--- src/rtl/dcache_pkg.sv ---
// Shared configuration, field slices, FSM encoding and helpers for the
// direct-mapped write-back data cache.
package dcache_pkg;

  localparam int ADDR_W     = 8;
  localparam int INDEX_W    = 3;
  localparam int OFFSET_W   = 2;
  localparam int TAG_W      = ADDR_W - INDEX_W - OFFSET_W;
  localparam int NUM_BLOCKS = 1 << INDEX_W;
  localparam int BLOCK_W    = 32;

  localparam int TAG_MSB    = ADDR_W - 1;
  localparam int INDEX_MSB  = INDEX_W + OFFSET_W - 1;
  localparam int OFFSET_MSB = OFFSET_W - 1;

  typedef enum logic [1:0] {
    ST_IDLE      = 2'd0,
    ST_WRITEBACK = 2'd1,
    ST_FETCH     = 2'd2,
    ST_UPDATE    = 2'd3
  } state_e;

  function automatic logic [7:0] block_byte(input logic [BLOCK_W-1:0] blk,
                                            input logic [OFFSET_W-1:0] off);
    return blk[{off, 3'b000} +: 8];
  endfunction

endpackage

--- src/rtl/dcache_array.sv ---
// Line storage: data/tag arrays plus valid/dirty bits, combinational read,
// synchronous byte and block write ports, async clear of valid/dirty.
module dcache_array
  import dcache_pkg::*;
(
  input  logic                clk_i,
  input  logic                rst_ni,
  input  logic [INDEX_W-1:0]  rd_index_i,
  output logic [BLOCK_W-1:0]  rd_data_o,
  output logic [TAG_W-1:0]    rd_tag_o,
  output logic                rd_valid_o,
  output logic                rd_dirty_o,
  input  logic                byte_we_i,
  input  logic [INDEX_W-1:0]  byte_index_i,
  input  logic [OFFSET_W-1:0] byte_offset_i,
  input  logic [7:0]          byte_data_i,
  input  logic                blk_we_i,
  input  logic [INDEX_W-1:0]  blk_index_i,
  input  logic [TAG_W-1:0]    blk_tag_i,
  input  logic [BLOCK_W-1:0]  blk_data_i
);

  logic [BLOCK_W-1:0]    data_q [NUM_BLOCKS];
  logic [TAG_W-1:0]      tag_q  [NUM_BLOCKS];
  logic [NUM_BLOCKS-1:0] valid_q;
  logic [NUM_BLOCKS-1:0] dirty_q;

  // Line status bits; a block fill leaves the line clean, a byte store dirties it.
  always_ff @(posedge clk_i or negedge rst_ni) begin
    if (!rst_ni) begin
      valid_q <= '0;
      dirty_q <= '0;
    end else if (blk_we_i) begin
      valid_q[blk_index_i] <= 1'b1;
      dirty_q[blk_index_i] <= 1'b0;
    end else if (byte_we_i) begin
      dirty_q[byte_index_i] <= 1'b1;
    end
  end

  // Payload storage needs no reset: it is only observed through a valid line.
  always_ff @(posedge clk_i) begin
    if (blk_we_i) begin
      data_q[blk_index_i] <= blk_data_i;
      tag_q[blk_index_i]  <= blk_tag_i;
    end else if (byte_we_i) begin
      data_q[byte_index_i][{byte_offset_i, 3'b000} +: 8] <= byte_data_i;
    end
  end

  assign rd_data_o  = data_q[rd_index_i];
  assign rd_tag_o   = tag_q[rd_index_i];
  assign rd_valid_o = valid_q[rd_index_i];
  assign rd_dirty_o = dirty_q[rd_index_i];

endmodule

--- src/rtl/dcache_controller.sv ---
// Direct-mapped, write-back, write-allocate data cache between the CPU
// byte port and a 32-bit-block data memory.
module dcache_controller
  import dcache_pkg::*;
(
  input  logic        CLK,
  input  logic        RESET,
  input  logic        read,
  input  logic        write,
  input  logic [7:0]  ADDRESS,
  input  logic [7:0]  WRITEDATA,
  output logic [7:0]  READDATA,
  output logic        BUSYWAIT,
  output logic        mem_read,
  output logic        mem_write,
  output logic [5:0]  mem_address,
  output logic [31:0] mem_writedata,
  input  logic [31:0] mem_readdata,
  input  logic        mem_busywait
);

  state_e               state_q, state_d;
  logic [BLOCK_W-1:0]   fill_q, fill_d;
  logic [TAG_W-1:0]     addr_tag;
  logic [INDEX_W-1:0]   addr_index;
  logic [OFFSET_W-1:0]  addr_offset;
  logic [BLOCK_W-1:0]   line_data;
  logic [TAG_W-1:0]     line_tag;
  logic                 line_valid;
  logic                 line_dirty;
  logic                 req;
  logic                 hit;
  logic                 byte_we;
  logic                 blk_we;

  assign addr_tag    = ADDRESS[TAG_MSB:INDEX_MSB+1];
  assign addr_index  = ADDRESS[INDEX_MSB:OFFSET_MSB+1];
  assign addr_offset = ADDRESS[OFFSET_MSB:0];

  assign req     = read | write;
  assign hit     = line_valid && (line_tag == addr_tag);
  assign byte_we = (state_q == ST_IDLE) && hit && write;

  // BUSYWAIT is also gated by RESET so an abandoned miss releases the CPU at once.
  assign BUSYWAIT = RESET && req && !((state_q == ST_IDLE) && hit);
  assign READDATA = line_valid ? block_byte(line_data, addr_offset) : 8'h00;

  dcache_array u_array (
    .clk_i         (CLK),
    .rst_ni        (RESET),
    .rd_index_i    (addr_index),
    .rd_data_o     (line_data),
    .rd_tag_o      (line_tag),
    .rd_valid_o    (line_valid),
    .rd_dirty_o    (line_dirty),
    .byte_we_i     (byte_we),
    .byte_index_i  (addr_index),
    .byte_offset_i (addr_offset),
    .byte_data_i   (WRITEDATA),
    .blk_we_i      (blk_we),
    .blk_index_i   (addr_index),
    .blk_tag_i     (addr_tag),
    .blk_data_i    (fill_q)
  );

  // FSM state and captured fill block.
  always_ff @(posedge CLK or negedge RESET) begin
    if (!RESET) begin
      state_q <= ST_IDLE;
      fill_q  <= '0;
    end else begin
      state_q <= state_d;
      fill_q  <= fill_d;
    end
  end

  // Next-state and memory-side request decode.
  always_comb begin
    state_d       = state_q;
    fill_d        = fill_q;
    mem_read      = 1'b0;
    mem_write     = 1'b0;
    mem_address   = {addr_tag, addr_index};
    mem_writedata = line_data;
    blk_we        = 1'b0;
    case (state_q)
      ST_IDLE: begin
        if (req && !hit) begin
          state_d = (line_valid && line_dirty) ? ST_WRITEBACK : ST_FETCH;
        end else begin
          state_d = ST_IDLE;
        end
      end
      ST_WRITEBACK: begin
        mem_write   = 1'b1;
        mem_address = {line_tag, addr_index};
        if (!mem_busywait) begin
          state_d = ST_FETCH;
        end else begin
          state_d = ST_WRITEBACK;
        end
      end
      ST_FETCH: begin
        mem_read = 1'b1;
        if (!mem_busywait) begin
          fill_d  = mem_readdata;
          state_d = ST_UPDATE;
        end else begin
          state_d = ST_FETCH;
        end
      end
      ST_UPDATE: begin
        blk_we  = 1'b1;
        state_d = ST_IDLE;
      end
      default: begin
        state_d = ST_IDLE;
      end
    endcase
  end

endmodule

--- config.mk ---
export PLATFORM = sky130hd
export DESIGN_NAME = dcache_controller
export DESIGN_NICKNAME = d
export VERILOG_FILES = /design/src/rtl/dcache_pkg.sv /design/src/rtl/dcache_array.sv /design/src/rtl/dcache_controller.sv
export SDC_FILE = /design/constraint.sdc
export NUM_CORES = 1
export LEC_CHECK = 0
export CAP_MARGIN = 15
export CORE_ASPECT_RATIO = 0.75
export CORE_MARGIN = 3
export CORE_UTILIZATION = 45
export DETAILED_ROUTE_END_ITERATION = 12
export GPL_TIMING_DRIVEN = 0
export PLACE_DENSITY_LB_ADDON = 0.3
export SLEW_MARGIN = 5
export SYNTH_ARGS = -nofsm -noshare
export SYNTH_HDL_FRONTEND = slang
export SYNTH_HIERARCHICAL = 1
export SYNTH_SLANG_ARGS = --single-unit
--- constraint.sdc ---
create_clock -name CLK -period 7.3 [get_ports CLK]
set_input_delay 0.73 -clock CLK [delete_from_list [all_inputs] [get_ports CLK]]
set_output_delay 0.73 -clock CLK [all_outputs]
set_load 0.01 [all_outputs]
==> flow_metrics.py, run 1 <==
metrics = {
    "run_status": {
        "run_status": "finished clean",
    },
    "floorplan": {
        "die_area_sq_um": 33400,
        "placeableCoreArea_sq_um": 30500,
        "die-height_um": 159,
        "placement_rows": 55,
        "die_width_um": 210,
        "ios": 102,
        "initial_core_util": 0.461,
    },
    "clock_tree": {
        "cts_post_setup_buffers_inserted": 0,
        "tritoncts": "yes",
        "post_cts_sizing": 0,
        "cts_max_path_buffers": 3,
        "buffer_cell_driving_the_clock_tree_root": "sky130_fd_sc_hd__clkbuf_16",
        "clock_input_transition_at_the_sequential_cells_of_the_worst_setup_and_hold_paths_ps": 60,
        "clock_insertion_delay_at_the_later_pin_of_the_skew_report_ps": 520,
        "h_tree_levels": 2,
        "cts.sinks": 330,
        "cts_hold_fix_bufs": 0,
        "cts-buffers-inserted": 34,
    },
    "route": {
        "viasPerCell": 5.79,
        "dr_total_vias": 7739,
        "initialDrtViolationCount": 904,
        "detail-route-antenna-nets": 0,
        "wirelength_um": 34600,
        "drt_first_pass_iters": 5,
        "post-route-drc-count": 0,
        "average_routed_wire_per_standard_cell_um": 25.9,
    },
    "final_layout": {
        "layout_cells_sized_above_1": 0.303,
        "finalNetCount": 969,
        "utilization": 0.557,
        "area_delta_synth_final_pct": 20.8,
        "insertedDiodeCount": 0,
        "layout.filler_cells": 2381,
        "post-route-cell-area_sq_um": 17000,
    },
    "placed_design": {
        "io_buffer_count": 101,
        "dp.final_hpwl_um": 25100,
        "gp_congestion": 0.889,
        "dpl_cell_area_sq_um": 15900,
    },
    "synth": {
        "syn-cell-area_sq_um": 14100,
        "ys_seq_elements": 330,
        "synth_top_flop_cell": "sky130_fd_sc_hd__edfxtp_1",
        "netlist_instances": 753,
        "async_flop_share": 0.152,
        "synth_seq_area_share": 0.687,
        "syn-num-nets": 810,
        "edff_count_synth": 280,
        "ys.warnings.count": 6,
        "postSynthAreaPerCell_sq_um": 18.7,
        "yosys.cell_types.count": 44,
    },
    "min_path": {
        "worstHoldPathType": "in2async",
    },
    "timing": {
        "timing.hold.ws_ps": 180,
        "final-max-slew-violation-count": 0,
        "period_share": 0.787,
        "setup_repair_after_global_routing_missed_its_margin": "false",
        "fmaxAchievable_ghz": 0.174,
        "timing.final.setup_violations": 0,
        "max_slew_margin": 0.304,
        "tightestPinTransition_ps": 1040,
        "timing.final.crit_period_ps": 5740,
        "layout_skew_ps": 29.8,
        "hold_viol_final": 0,
    },
    "power_and_ir_drop": {
        "power_frac_clock": 0.316,
        "power.total_mw": 5.35,
        "share_comb_of_total_power": 0.202,
        "seq_power_share": 0.482,
        "power_density_nw_per_um2": 315,
        "irDropWorstVdd_mv": 0.189,
        "net-switching-power_mw": 1.46,
        "internal_power_mw": 3.89,
        "switching_share_of_total_power": 0.273,
        "power_leakage_nw": 6.07,
    },
    "setup_path": {
        "regToRegEndpoint": "u_array/data_q[6][22]",
        "critical_path.startpoint_type": "input port",
        "critical_path_class": "in2reg",
        "arr_time_crit_path_ps": 5970,
        "cp.required_ps": 7530,
        "timing.critical_path.to_type": "flip-flop",
        "worst_r2r_startpoint": "u_array/tag_q[6][2]",
        "critical_path_peak_fanout": 17,
        "r2r_slack_ps": 2970,
        "logic_depth_of_the_worst_register_to_register_path": 11,
    },
    "global_routing": {
        "grt_antenna_before_repair": 0,
        "via_count_of_the_first_global_routing_pass": 7911,
        "grt_use_total": 0.209,
        "first_pass_grt_wire_length_um": 51600,
        "maximum_number_of_pins_on_one_net_before_global_route_repair": 34,
        "grt.overflow.total": 0,
    },
    "run": {
        "drv.max_cap_violation_count": 0,
    },
}
## metal layers
layer	vias up	wire length, um	track usage
met1	4007	15000	0.318
met2	375	15700	0.312
met4	0	775	0.0530
met5	-	0	0
li1	3301	-	-
met3	56	3100	0.0425
## Yosys cell counts, drive strengths merged (2+ instances only)
| cell | instances | share of area |
|---|---|---|
| edfxtp | 280 | 0.60 |
| mux4 | 82 | 0.13 |
| mux2 | 72 | 0.058 |
| dfrtp | 50 | 0.089 |
| inv | 44 | 0.012 |
| nand2 | 43 | 0.011 |
| buf | 34 | 0.017 |
| mux2i | 32 | 0.023 |
| o31ai | 24 | 0.013 |
| nand2b | 13 | 0.0058 |
| and2 | 9 | 0.0040 |
| clkbuf | 9 | 0.0025 |
| nand4b | 7 | 0.0044 |
| a21oi | 5 | 0.0018 |
| nor2 | 5 | 0.0019 |
| o41ai | 5 | 0.0045 |
| a32o | 4 | 0.0028 |
| ha | 4 | 0.0036 |
| nor2b | 4 | 0.0018 |
| a22o | 3 | 0.0019 |
| nor3b | 3 | 0.0016 |
| o21ai | 3 | 0.0011 |
| xor2 | 3 | 0.0019 |
| nand3 | 2 | 0.00071 |
| or3b | 2 | 0.0012 |
## how the worst max path moves through the flow
stage,end,startpoint,cells past startpoint
3_3_place_gp,u_array/data_q[6][19],ADDRESS[2],12
5_1_grt,u_array/data_q[6][21],ADDRESS[4],14
6_report,u_array/data_q[6][22],ADDRESS[4],14
2_1_floorplan,u_array/data_q[6][0],ADDRESS[3],12
3_5_place_dp,u_array/data_q[6][19],ADDRESS[4],14
4_1_cts,u_array/data_q[6][22],ADDRESS[4],14
## placed cells by master, fill, tap and decap left out, types with 13 or more instances in the layout
master,instances
sky130_fd_sc_hd__mux2i_1,32
sky130_fd_sc_hd__clkdlybuf4s50_1,100
sky130_fd_sc_hd__mux2_2,66
sky130_fd_sc_hd__inv_1,44
sky130_fd_sc_hd__clkbuf_1,17
sky130_fd_sc_hd__o31ai_2,24
sky130_fd_sc_hd__clkbuf_16,34
sky130_fd_sc_hd__mux4_2,82
sky130_fd_sc_hd__edfxtp_1,280
sky130_fd_sc_hd__dfrtp_1,50
sky130_fd_sc_hd__nand2b_1,13
sky130_fd_sc_hd__nand2_1,43
sky130_fd_sc_hd__buf_2,15
sky130_fd_sc_hd__buf_4,29
## layout make-up
type	instances	area [sq um]	share of cell area
Clock inverter	16	174	0.0102
Multi-Input combinational cell	336	4100	0.242
Sequential cell	330	9660	0.569
Buffer	43	277	0.0163
Clock buffer	45	912	0.0538
Tap cell	399	499	0.0294
Timing Repair Buffer	123	1180	0.0696
Inverter	44	165	0.00973
## kinds of logic (layout without fill, tap and decap cells)
logic type	after synthesis	in the layout	synth area share
compound gates	46	46	0.0262
mux	186	186	0.212
simple gates	97	97	0.0377
flops	330	330	0.687
fa+ha+maj	4	4	0.00356
xor+xnor	3	3	0.00187
buf+inv	87	271	0.0314
## power groups by stage
stage / registers [mW] / logic, mW / clock network (mW)
global route: 2.61 / 1.17 / 1.80
detailed placement: 2.62 / 1.08 / 0
global placement: 2.61 / 1.02 / 0
CTS: 2.58 / 1.08 / 1.72
floorplan: 2.58 / 0.625 / 0
finish: 2.58 / 1.08 / 1.69
## flip-flops by register name, summed over array words and instances, names as in the netlist
| name | count |
|---|---|
| fill_q | 32 |
| u_array/valid_q | 8 |
| u_array/data_q | 256 |
| u_array/tag_q | 24 |
| u_array/dirty_q | 8 |
| state_q | 2 |
## per-stage QoR
step | setup slack [ps] | TNS (ps) | cells
3_5_place_dp | 1100 | 0 | 1275
3_3_place_gp | -23.0 | -177 | 1253
5_1_grt | 1410 | 0 | 1336
4_1_cts | 1630 | 0 | 1336
2_1_floorplan | 2650 | 0 | 753
6_report | 1560 | 0 | 1336
## critical path, stage by stage
cell and delay (ps):
sky130_fd_sc_hd__clkdlybuf4s50_1 840, sky130_fd_sc_hd__buf_2 430, sky130_fd_sc_hd__buf_2 370, sky130_fd_sc_hd__mux4_2 370, sky130_fd_sc_hd__mux2_2 310, sky130_fd_sc_hd__xor2_1 160, sky130_fd_sc_hd__nor4b_1 520, sky130_fd_sc_hd__and3_1 290
sky130_fd_sc_hd__buf_2 210, sky130_fd_sc_hd__and2b_2 260, sky130_fd_sc_hd__o41ai_4 140, sky130_fd_sc_hd__buf_2 240, sky130_fd_sc_hd__o41ai_2 790, sky130_fd_sc_hd__buf_4 290
Note: power is estimated with default switching activity, not from simulation.
==> inputs of run 2 (changes only) <==
- clock period: 7.3 -> 4.8 ns (I/O delays scaled with it)
==> run 2 against run 1 <==
  * Die area did not move
  * Non-clock buffer count up 3
  * Core utilization rose by 0.57 points
  * Sequential cell count unchanged
  * Largest cell class unchanged
==> flow_metrics.py, run 2 (synthesis gave the netlist of run 1 again) <==
metrics = {
    "clock_tree": {
        "clock_insertion_delay_at_the_later_pin_of_the_skew_report_ps": 520,
        "h_tree_levels": 2,
        "cts-buffers-inserted": 34,
        "cts_max_path_buffers": 3,
        "clock_input_transition_at_the_sequential_cells_of_the_worst_setup_and_hold_paths_ps": 60,
        "cts.sinks": 330,
        "cts_post_setup_buffers_inserted": 0,
        "buffer_cell_driving_the_clock_tree_root": "sky130_fd_sc_hd__clkbuf_16",
        "tritoncts": "yes",
    },
    "timing": {
        "max_slew_margin": 0.257,
        "timing.final.crit_period_ps": 4620,
        "period_share": 0.963,
        "fmaxAchievable_ghz": 0.216,
        "setup_repair_after_global_routing_missed_its_margin": "false",
        "hold_viol_final": 0,
        "layout_skew_ps": 24.9,
        "timing.final.ws_setup_ps": 176,
        "timing.final.setup_violations": 0,
        "final-max-slew-violation-count": 0,
        "timing.hold.ws_ps": 456,
        "tightestPinTransition_ps": 1110,
    },
    "global_routing": {
        "grt.overflow.total": 0,
        "first_pass_grt_wire_length_um": 51900,
        "maximum_number_of_pins_on_one_net_before_global_route_repair": 34,
        "grt_use_total": 0.210,
        "via_count_of_the_first_global_routing_pass": 7964,
        "grt_antenna_before_repair": 0,
    },
    "final_layout": {
        "insertedDiodeCount": 0,
        "finalNetCount": 972,
        "top_register": "u_array/data_q",
        "layout_cells_sized_above_1": 0.309,
        "commonest_cells_after_routing_fill_and_taps_aside": "sky130_fd_sc_hd__edfxtp_1, sky130_fd_sc_hd__clkdlybuf4s50_1, sky130_fd_sc_hd__mux4_2",
        "area_delta_synth_final_pct": 22.0,
        "largest_register_ffs": 256,
        "most_common_cell_after_layout_fill_and_taps_aside": "sky130_fd_sc_hd__edfxtp_1",
        "largest_registers": "u_array/data_q (256), fill_q (32), u_array/tag_q (24)",
    },
    "setup_path": {
        "cp.required_ps": 5030,
        "timing.critical_path.to_type": "flip-flop",
        "critical_path_peak_fanout": 16,
        "arr_time_crit_path_ps": 4860,
        "critical_path.startpoint_type": "input port",
        "critical_path_class": "in2reg",
    },
    "placed_design": {
        "gp_congestion": 0.889,
        "post-place-ws_ps": -1150,
        "dp.final_hpwl_um": 25100,
        "io_buffer_count": 101,
    },
    "route": {
        "wirelength_um": 34700,
        "drt_first_pass_iters": 5,
        "average_routed_wire_per_standard_cell_um": 25.9,
        "viasPerCell": 5.79,
        "dr_total_vias": 7749,
        "post-route-drc-count": 0,
        "initialDrtViolationCount": 841,
        "detail-route-antenna-nets": 0,
    },
    "power_and_ir_drop": {
        "share_comb_of_total_power": 0.207,
        "net-switching-power_mw": 2.25,
        "irDropWorstVdd_mv": 0.289,
        "power_frac_clock": 0.313,
        "power_density_nw_per_um2": 477,
        "power_leakage_nw": 6.15,
        "switching_share_of_total_power": 0.275,
        "internal_power_mw": 5.94,
        "seq_power_share": 0.480,
    },
    "floorplan": {
        "die-height_um": 159,
        "die_area_sq_um": 33400,
        "die_width_um": 210,
        "initial_core_util": 0.461,
        "ios": 102,
        "placement_rows": 55,
        "placeableCoreArea_sq_um": 30500,
    },
    "min_path": {
        "worstHoldPathType": "in2async",
    },
    "run_status": {
        "run_status": "finished clean",
    },
    "run": {
        "drv.max_cap_violation_count": 0,
    },
}
-- run 2: cell count changes in the layout (fill, tap and decap cells not counted), moves of 2 or more --
cell | previous run | this run
sky130_fd_sc_hd__buf_4 | 29 | 31
sky130_fd_sc_hd__clkdlybuf4s50_1 | 100 | 97
sky130_fd_sc_hd__o41ai_4 | 1 | 3
sky130_fd_sc_hd__o41ai_2 | 4 | 2
sky130_fd_sc_hd__clkdlybuf4s15_2 | 0 | 2
sky130_fd_sc_hd__o31ai_4 | 0 | 13
sky130_fd_sc_hd__o31ai_2 | 24 | 11
-- run 2: power by group through the flow --
stage | clock network, mW | registers, mW | logic, mW
4_1_cts | 2.61 | 3.93 | 1.68
6_report | 2.57 | 3.93 | 1.69
2_1_floorplan | 0 | 3.93 | 0.951
3_3_place_gp | 0 | 3.97 | 1.54
3_5_place_dp | 0 | 3.99 | 1.65
5_1_grt | 2.74 | 3.96 | 1.82
-- run 2: cell type report --
cell class                 instances  area, sq um
buffer                            43          280
clock buffer                      45          912
clock inverter                    16          174
fill                            2337        13300
inverter                          44          165
multi-input combinational        336         4240
sequential                       330         9660
tap                              399          499
timing repair buffer             126         1210
-- run 2: worst max-delay path: stages --
cell and delay, ps:
sky130_fd_sc_hd__dlygate4sd2_1 540, sky130_fd_sc_hd__clkbuf_2 430, sky130_fd_sc_hd__buf_2 390, sky130_fd_sc_hd__mux2_2 410, sky130_fd_sc_hd__xor2_1 170, sky130_fd_sc_hd__nor4b_2 390
sky130_fd_sc_hd__and3_1 260, sky130_fd_sc_hd__buf_2 210, sky130_fd_sc_hd__and2b_2 260, sky130_fd_sc_hd__o41ai_4 140, sky130_fd_sc_hd__buf_2 280, sky130_fd_sc_hd__o41ai_4 620
sky130_fd_sc_hd__buf_4 260
-- run 2: stage by stage --
stage / power [mW] / TNS, ps / utilization / instances / instance area (sq um)
4_1_cts: 8.22 / 0 / 0.561 / 1337 / 17100
2_1_floorplan: 4.88 / 0 / - / 753 / 14100
5_1_grt: 8.53 / 0 / 0.562 / 1339 / 17100
6_report: 8.18 / 0 / 0.562 / 1339 / 17100
3_3_place_gp: 5.52 / -501530 / 0.510 / 1253 / 15600
3_5_place_dp: 5.63 / -358500 / 0.521 / 1275 / 15900
-- run 2: worst paths after layout --
kind / startpoint / end / slack, ps / cells past startpoint
max reg2reg: u_array/tag_q[6][1] / u_array/data_q[6][22] / 770 / 11
max in group asynchronous: RESET / u_array/valid_q[0] / 3770 / 3
min: RESET / fill_q[21] / 460 / 2
max: ADDRESS[2] / u_array/data_q[6][22] / 180 / 13
min in group CLK: u_array/valid_q[7] / u_array/valid_q[7] / 460 / 1
min reg2reg: u_array/valid_q[7] / u_array/valid_q[7] / 460 / 1
-- run 2: metal layers --
layer / part of all wire / wire length (um) / track usage
met1: 0.43 / 14800 / 0.318
met5: 0 / 0 / 0
met4: 0.033 / 1160 / 0.0708
met2: 0.45 / 15500 / 0.308
met3: 0.093 / 3230 / 0.0396
-- run 2: timing repair --
action	CTS	global route
resized for setup	22	3
hold buffers	1	0
hold endpoints to repair	18	0
endpoints found under the setup margin	441	200
